===== config.mk =====
export PLATFORM = sky130hd
export DESIGN_NAME = prbs_amp_offset_scaler
export DESIGN_NICKNAME = d
export VERILOG_FILES = /design/src/rtl/prbs_amp_offset_scaler_pkg.sv /design/src/rtl/prbs_amp_offset_scaler_mute_ramp.sv /design/src/rtl/prbs_amp_offset_scaler.sv
export SDC_FILE = /design/constraint.sdc
export NUM_CORES = 1
export LEC_CHECK = 0
export CAP_MARGIN = 20
export CORE_AREA = 2 2 218 220
export CTS_CLUSTER_SIZE = 30
export DETAILED_ROUTE_END_ITERATION = 10
export DIE_AREA = 0 0 220 222
export DONT_BUFFER_PORTS = 1
export GPL_ROUTABILITY_DRIVEN = 0
export GPL_TIMING_DRIVEN = 0
export HOLD_SLACK_MARGIN = 0.02
export PLACE_DENSITY = 0.56
export SLEW_MARGIN = 20
export SYNTH_ARGS = -nofsm -noshare
export SYNTH_HDL_FRONTEND = slang
export SYNTH_SLANG_ARGS = --single-unit

===== constraint.sdc =====
create_clock -name dac_clk -period 7.1 [get_ports dac_clk]
set_clock_uncertainty 0.15 [all_clocks]
set_input_delay 1.42 -clock dac_clk [delete_from_list [all_inputs] [get_ports dac_clk]]
set_output_delay 1.42 -clock dac_clk [all_outputs]
set_load 0.005 [all_outputs]

===== src/rtl/prbs_amp_offset_scaler_pkg.sv =====
// Shared definitions for the PRBS amplitude/offset scaler: mute FSM
// encodings, gain/timeout constants and saturation limits.
package prbs_amp_offset_scaler_pkg;

  // Mute FSM states; the encoding is visible on the mute_state output.
  typedef enum logic [1:0] {
    MUTE_ACTIVE   = 2'b00,
    MUTE_MUTING   = 2'b01,
    MUTE_MUTED    = 2'b10,
    MUTE_UNMUTING = 2'b11
  } mute_state_e;

  // Unity amplitude in unsigned Q1.15.
  localparam logic [15:0] AMP_UNITY = 16'h8000;

  // Mute gain runs 0..GAIN_STEPS; GAIN_STEPS means pass-through.
  localparam int GAIN_STEPS = 64;
  localparam int GAIN_W     = 7;
  localparam logic [GAIN_W-1:0] GAIN_MAX = GAIN_W'(GAIN_STEPS);
  localparam logic [GAIN_W-1:0] GAIN_ONE = GAIN_W'(1);

  // Consecutive busy cycles a pending config may wait before a forced apply.
  localparam int CFG_TIMEOUT = 64;
  localparam int TIMER_W     = 6;
  localparam logic [TIMER_W-1:0] TIMER_LAST = TIMER_W'(CFG_TIMEOUT - 1);
  localparam logic [TIMER_W-1:0] TIMER_ONE  = TIMER_W'(1);

  // Saturation limits of the 18-bit offset sum and the matching DAC codes.
  localparam logic signed [17:0] SAT_HI      = 18'sd32767;
  localparam logic signed [17:0] SAT_LO      = -18'sd32768;
  localparam logic [15:0]        CODE_MAX    = 16'h7FFF;
  localparam logic [15:0]        CODE_MIN    = 16'h8000;
  localparam logic [15:0]        COUNT_LIMIT = 16'hFFFF;

  // Amplitudes above unity are treated as unity.
  function automatic logic [15:0] clamp_amp(input logic [15:0] amp);
    return (amp > AMP_UNITY) ? AMP_UNITY : amp;
  endfunction

endpackage


===== src/rtl/prbs_amp_offset_scaler_mute_ramp.sv =====
// Mute FSM with a linear gain ramp. The gain steps by one every cycle
// towards 0 while load_protect_i is high and towards GAIN_STEPS while it is
// low, so a request reversal simply turns the ramp around at the current gain.
module prbs_mute_ramp
  import prbs_amp_offset_scaler_pkg::*;
(
  input  logic              dac_clk,
  input  logic              reset_n,
  input  logic              load_protect_i,
  output logic [GAIN_W-1:0] gain_o,
  output mute_state_e       state_o
);

  mute_state_e       state_q, state_d;
  logic [GAIN_W-1:0] gain_q, gain_d;

  // State and gain registers; reset lands in ACTIVE at full gain.
  always_ff @(posedge dac_clk) begin
    if (!reset_n) begin
      state_q <= MUTE_ACTIVE;
      gain_q  <= GAIN_MAX;
    end else begin
      state_q <= state_d;
      gain_q  <= gain_d;
    end
  end

  // Next state and gain step; ramp advances every cycle regardless of data.
  always_comb begin
    state_d = state_q;
    gain_d  = gain_q;
    case (state_q)
      MUTE_ACTIVE: begin
        if (load_protect_i) begin
          gain_d  = gain_q - GAIN_ONE;
          state_d = MUTE_MUTING;
        end
      end
      MUTE_MUTING: begin
        if (load_protect_i) begin
          gain_d  = gain_q - GAIN_ONE;
          state_d = (gain_q == GAIN_ONE) ? MUTE_MUTED : MUTE_MUTING;
        end else begin
          gain_d  = gain_q + GAIN_ONE;
          state_d = (gain_q == GAIN_MAX - GAIN_ONE) ? MUTE_ACTIVE : MUTE_UNMUTING;
        end
      end
      MUTE_MUTED: begin
        if (!load_protect_i) begin
          gain_d  = gain_q + GAIN_ONE;
          state_d = MUTE_UNMUTING;
        end
      end
      MUTE_UNMUTING: begin
        if (!load_protect_i) begin
          gain_d  = gain_q + GAIN_ONE;
          state_d = (gain_q == GAIN_MAX - GAIN_ONE) ? MUTE_ACTIVE : MUTE_UNMUTING;
        end else begin
          gain_d  = gain_q - GAIN_ONE;
          state_d = (gain_q == GAIN_ONE) ? MUTE_MUTED : MUTE_MUTING;
        end
      end
      default: begin
        state_d = MUTE_ACTIVE;
        gain_d  = GAIN_MAX;
      end
    endcase
  end

  assign gain_o  = gain_q;
  assign state_o = state_q;

endmodule


===== src/rtl/prbs_amp_offset_scaler.sv =====
// Four-stage DAC sample scaler: register input, Q1.15 amplitude scale with
// round-half-up, offset add with saturation, then mute gain.
// Handshake: in_valid qualifies in_data and there is no backpressure; every
// valid sample emerges on out_valid/out_data exactly four cycles later.
module prbs_amp_offset_scaler
  import prbs_amp_offset_scaler_pkg::*;
(
  input  logic        dac_clk,
  input  logic        reset_n,
  input  logic        in_valid,
  input  logic [15:0] in_data,
  input  logic [15:0] amplitude_cfg,
  input  logic [15:0] dc_offset_cfg,
  input  logic        cfg_update,
  input  logic        load_protect,
  output logic        out_valid,
  output logic [15:0] out_data,
  output logic        sat_flag,
  output logic [15:0] sat_count,
  output logic        cfg_pending,
  output logic [1:0]  mute_state
);

  // Configuration: shadow copies, applied copies, pending flag and timeout.
  logic [15:0]        sh_amp_q, sh_amp_d, sh_off_q, sh_off_d;
  logic [15:0]        amp_q, amp_d, off_q, off_d;
  logic               pending_q, pending_d;
  logic [TIMER_W-1:0] timer_q, timer_d;

  // Pipeline stages.
  logic               s1_valid_q, s1_valid_d, s2_valid_q, s2_valid_d;
  logic               s3_valid_q, s3_valid_d, out_valid_q, out_valid_d;
  logic [15:0]        s1_data_q, s1_data_d;
  logic [16:0]        s2_data_q, s2_data_d;
  logic [15:0]        s3_data_q, s3_data_d;
  logic [15:0]        out_data_q, out_data_d;

  // Saturation tracking.
  logic               sat_flag_q, sat_flag_d;
  logic [15:0]        sat_count_q, sat_count_d;

  // Arithmetic intermediates.
  logic signed [32:0] prod2, round2;
  logic signed [17:0] sum3;
  logic signed [22:0] prod4;
  logic               sat_hit, sat_event;
  logic               unused_bits;

  logic [GAIN_W-1:0]  gain;
  mute_state_e        ramp_state;

  prbs_mute_ramp u_mute_ramp (
    .dac_clk        (dac_clk),
    .reset_n        (reset_n),
    .load_protect_i (load_protect),
    .gain_o         (gain),
    .state_o        (ramp_state)
  );

  // Shadow capture and apply: a new update restarts the wait; apply on the
  // first idle input cycle, or forcibly after CFG_TIMEOUT busy cycles.
  always_comb begin
    sh_amp_d  = sh_amp_q;
    sh_off_d  = sh_off_q;
    amp_d     = amp_q;
    off_d     = off_q;
    pending_d = pending_q;
    timer_d   = timer_q;
    if (cfg_update) begin
      sh_amp_d  = amplitude_cfg;
      sh_off_d  = dc_offset_cfg;
      pending_d = 1'b1;
      timer_d   = '0;
    end else if (pending_q) begin
      if (!in_valid || (timer_q == TIMER_LAST)) begin
        amp_d     = clamp_amp(sh_amp_q);
        off_d     = sh_off_q;
        pending_d = 1'b0;
        timer_d   = '0;
      end else begin
        timer_d = timer_q + TIMER_ONE;
      end
    end
  end

  // Datapath next values for all four stages plus saturation bookkeeping.
  always_comb begin
    s1_valid_d = in_valid;
    s1_data_d  = in_data;

    prod2      = $signed({{17{s1_data_q[15]}}, s1_data_q}) * $signed({17'b0, amp_q});
    round2     = prod2 + 33'sd16384;
    s2_valid_d = s1_valid_q;
    s2_data_d  = round2[31:15];

    sum3       = $signed({s2_data_q[16], s2_data_q}) + $signed({{2{off_q[15]}}, off_q});
    sat_hit    = 1'b0;
    s3_data_d  = sum3[15:0];
    if (sum3 > SAT_HI) begin
      s3_data_d = CODE_MAX;
      sat_hit   = 1'b1;
    end else if (sum3 < SAT_LO) begin
      s3_data_d = CODE_MIN;
      sat_hit   = 1'b1;
    end
    s3_valid_d = s2_valid_q;

    sat_event   = s2_valid_q & sat_hit;
    sat_flag_d  = sat_flag_q | sat_event;
    sat_count_d = sat_count_q;
    if (sat_event && (sat_count_q != COUNT_LIMIT)) begin
      sat_count_d = sat_count_q + 16'd1;
    end

    prod4       = $signed({{7{s3_data_q[15]}}, s3_data_q}) * $signed({16'b0, gain});
    out_valid_d = s3_valid_q;
    out_data_d  = prod4[21:6];
  end

  // Bits dropped by the fixed-point shifts.
  assign unused_bits = ^{round2[32], round2[14:0], prod4[22], prod4[5:0]};

  // Config registers; reset restores unity gain and zero offset.
  always_ff @(posedge dac_clk) begin
    if (!reset_n) begin
      sh_amp_q  <= AMP_UNITY;
      sh_off_q  <= 16'h0000;
      amp_q     <= AMP_UNITY;
      off_q     <= 16'h0000;
      pending_q <= 1'b0;
      timer_q   <= '0;
    end else begin
      sh_amp_q  <= sh_amp_d;
      sh_off_q  <= sh_off_d;
      amp_q     <= amp_d;
      off_q     <= off_d;
      pending_q <= pending_d;
      timer_q   <= timer_d;
    end
  end

  // Pipeline and saturation registers; reset flushes everything in flight.
  always_ff @(posedge dac_clk) begin
    if (!reset_n) begin
      s1_valid_q  <= 1'b0;
      s2_valid_q  <= 1'b0;
      s3_valid_q  <= 1'b0;
      out_valid_q <= 1'b0;
      s1_data_q   <= '0;
      s2_data_q   <= '0;
      s3_data_q   <= '0;
      out_data_q  <= '0;
      sat_flag_q  <= 1'b0;
      sat_count_q <= '0;
    end else begin
      s1_valid_q  <= s1_valid_d;
      s2_valid_q  <= s2_valid_d;
      s3_valid_q  <= s3_valid_d;
      out_valid_q <= out_valid_d;
      s1_data_q   <= s1_data_d;
      s2_data_q   <= s2_data_d;
      s3_data_q   <= s3_data_d;
      out_data_q  <= out_data_d;
      sat_flag_q  <= sat_flag_d;
      sat_count_q <= sat_count_d;
    end
  end

  assign out_valid   = out_valid_q;
  assign out_data    = out_data_q;
  assign sat_flag    = sat_flag_q;
  assign sat_count   = sat_count_q;
  assign cfg_pending = pending_q;
  assign mute_state  = ramp_state;

endmodule


==> results.txt <==
Post-Place Cells: 2,669
reg-to-reg slack, setup: 280 ps
capturing instance or port of the critical path: s2_data_q[16]
final hold vios: 0
number of core rows: 79
share of the yosys chip area belonging to registers: 0.180
PortBufs: 0
area fraction in and, or, nand and nor cells after synthesis: 0.191
number of non-filler instances in the completed layout: 2,702
worst-path fanout max: 10
worst hold path depth: 1
crit path from: amp_q[12]
final clock period utilization by the worst path: 0.960
sequential standard cell area: 3330 sq um
cell accounting for the most synthesized area: fa_1
worst voltage drop across the vdd grid: 195 uV
proportion of layout cells with a drive suffix above 1: 0.0363
kind of end point of the critical path: flip-flop
Crit path largest cell delay: 570 ps
leading cell type in the layout, fill and taps excluded: inv_1
global-route wire length before repair: 76.0 mm
run status: finished, final reports clean
Mapped Nets: 2,565
core outline area: 46,300 sq um
antenna viol nets, final: 0
startpoint type of the worst setup path: flip-flop
detailed placer's ending HPWL: 38.9 mm
Avg Cell Area, Syn: 8.94 sq um
GRT Resource Usage Total: 0.205
total of max-cap violations: 0
synth top area cells: fa_1 30%, dfxtp_1 18%, ha_1 12%
Synth cell types: 64
Gate Count Post-Synth: 2,062
Nets: 2,584
maximum count of clock buffers along a single path: 2
critical path class: reg2reg
Via-to-Cell Ratio: 4.97
number of detailed-route iterations in the first pass: 5
mux share of post-synthesis cell area: 0.0239
post-synthesis sequential element count: 166
Final Max Slew Viols: 0
Reg2Reg Launch Point: amp_q[12]
initial core utilization: 0.399
CTS root buffer: clkbuf_16
count of yosys warnings during synthesis: 0
type of the most critical hold path: reg2reg
final setup TNS: 0 ps
dominant combinational cell family by area after synthesis: adder cells
final wirelength: 47.7 mm
wire length per cell after detailed routing: 17.7 microns
most common cell type on the critical path: fa_1
final setup fails: 0
number of antenna violations at the first check in global routing: 0
number of enable flip-flop cells after synthesis: 0
smallest setup slack after layout: 282 ps
die height: 222 microns
Clock Sink Count: 166
Leakage Power: 9.69 nW
drc violations: 0
number of top-level design ports: 90
most frequent cells in the layout: 357 x inv_1, 275 x fa_1, 243 x nand2_1, 218 x and2_1, 175 x ha_1
depth of the CTS H-tree: 4
Filler cells: 4,562
Tightest Pin Transition: 1010 ps
ys flop type: dfxtp_1
proportion of netlist area held by the largest area contributor: 0.298
Worst Setup Slack post-DPL: -452 ps
Critical R2R Capture: s2_data_q[16]
clock buffer count from CTS: 17
parity-gate share of the synthesized area counting xor and xnor cells: 0.0299
share of async-settable or async-resettable flops after synthesis: 0
pin count of the biggest net entering global routing: 17
synthesized-area fraction occupied by ao, oa, aoi and oai cells: 0.0676
CP Data Required Time: 7300 ps
DIE AREA: 48,800 sq um
clock slew at reported path FFs: 80 ps
width of the chip: 220 microns
minimum hold slack: 278 ps
maximum frequency from static timing analysis: 147 MHz
area growth from synthesis to layout: 7.37%
violation count after the first detailed-routing iteration: 749
slowest CP cell: dfxtp_1
post-layout minimum cycle time: 6820 ps
Skew-Pair Late Insertion Delay: 480 ps
post-synth design cell area: 18,400 sq um
fraction of the mapped netlist area in adder cells: 0.417
pwr dens: 141 nW/um^2
relative slew slack: 0.324
Worst Reg-to-Reg Cells: 20
TritonCTS clock tree: yes
multi-input gate area in the final layout: 13,500 sq um
unrepaired setup endpoints after global routing: false
Critical Path AT: 7020 ps
overall via count from detail_route: 13,400
critical path, cell by cell: buf_2 -> nand2_1 -> fa_1 -> fa_1 -> fa_1 -> inv_1 -> fa_1 -> fa_1 -> inv_1 -> fa_1 -> inv_1 -> ha_1 -> a21oi_1 -> o2111ai_1 -> a31oi_4 -> o21ai_1 -> a211o_1 -> a31oi_1 -> xnor2_1 -> nor2_1
vias in the first global route: 13,600
grt ovf: 0
-- repair_timing --
item / CTS / global route
hold buffers: 0 / 0
resized for setup: 7 / 27
buffers inserted: 0 / 0
endpoints found under the hold margin: 0 / 0
setup endpoints to repair: 11 / 9
-- power breakdown --
group / total (W) / switching [W] / internal [W]
clock network: 0.000918 / 0.000450 / 0.000468
logic: 0.000793 / 0.000482 / 0.000311
registers: 0.00108 / 0.0000750 / 0.00101
total: 0.00280 / 0.00101 / 0.00179
-- stage by stage --
step                power (W)  cell area (sq um)   util
floorplan             0.00168              18400      -
global placement      0.00189              19200  0.415
detailed placement    0.00190              19200  0.415
finish                0.00280              19800  0.428
CTS                   0.00283              19800  0.428
global route          0.00299              19800  0.428
-- cell type report --
cell class              instances  share of cell area
diodes                          1            0.000126
plain buffers                  84              0.0174
clock buffers                  19              0.0224
clock inverters                13             0.00588
inverters                     358              0.0679
multi-input cells            1454               0.680
flip-flops and latches        166               0.168
well taps                     607              0.0383
-- cell usage after synthesis (5+ instances only) --
master / instances
o21bai_1: 6
buf_1: 5
inv_1: 357
o21ai_0: 42
nand4_1: 15
and2_1: 218
mux2i_1: 43
nand2_1: 243
nor3_1: 22
nor2b_1: 7
fa_1: 275
dfxtp_1: 166
a31oi_1: 5
clkbuf_1: 77
xor2_1: 31
a21o_1: 16
xnor2_1: 32
nand3b_1: 10
and3_1: 14
a211oi_1: 5
a21oi_1: 75
ha_1: 175
nor2_1: 104
nand2b_1: 25
o21a_1: 10
nand3_1: 24
nor4_1: 7
-- worst min-delay path by stage --
stage,from,end,slack [ps]
after floorplan,out_valid_d,out_valid,260
after global placement,s1_valid_q,s2_valid_q,270
after detailed placement,s1_valid_q,s2_valid_q,270
after CTS,s1_valid_q,s2_valid_q,280
after global routing,s1_valid_q,s2_valid_q,300
final,s1_valid_q,s2_valid_q,280
-- sequential cells by signal, summed over array words and instances, names as in the netlist, named ones only --
register,cells
timer_q,6
off_q,16
amp_q,16
out_valid,1
sat_flag,1
out_valid_d,1
s2_valid_q,1
s3_data_q,16
u_mute_ramp.state_o,1
sh_amp_q,16
sat_count,16
cfg_pending,1
sh_off_q,16
u_mute_ramp.gain_o,7
s1_data_q,16
s1_valid_q,1
out_data,16
s2_data_q,17
-- worst max-delay path, delay by kind of cell, from the launching register on --
family                     cells  cell delay (ps)
buffers and inverters          4              530
adders and majority gates      7             3360
xor gates and xnor gates       1              230
AOI/OAI and AO/OA              6             1640
DFF                            1              570
and+or+nand+nor                2              180
-- per-layer routing --
metal	vias to the layer above	global-route usage	part of all wire
met5	-	0	0
met4	0	0.0403	0.012
met1	6657	0.288	0.47
li1	6435	-	-
met2	312	0.327	0.47
met3	31	0.0418	0.054
-- cell families (layout without fill, tap and decap cells) --
kind of cell | Yosys count | in the layout
buffers and inverters | 442 | 474
other | 0 | 1
muxes | 44 | 44
adders and majority gates | 450 | 450
AOI/OAI and AO/OA | 194 | 194
xor gates and xnor gates | 63 | 63
and+or+nand+nor | 703 | 703
DFF | 166 | 166
No activity file was read; power rests on OpenSTA's default activity.
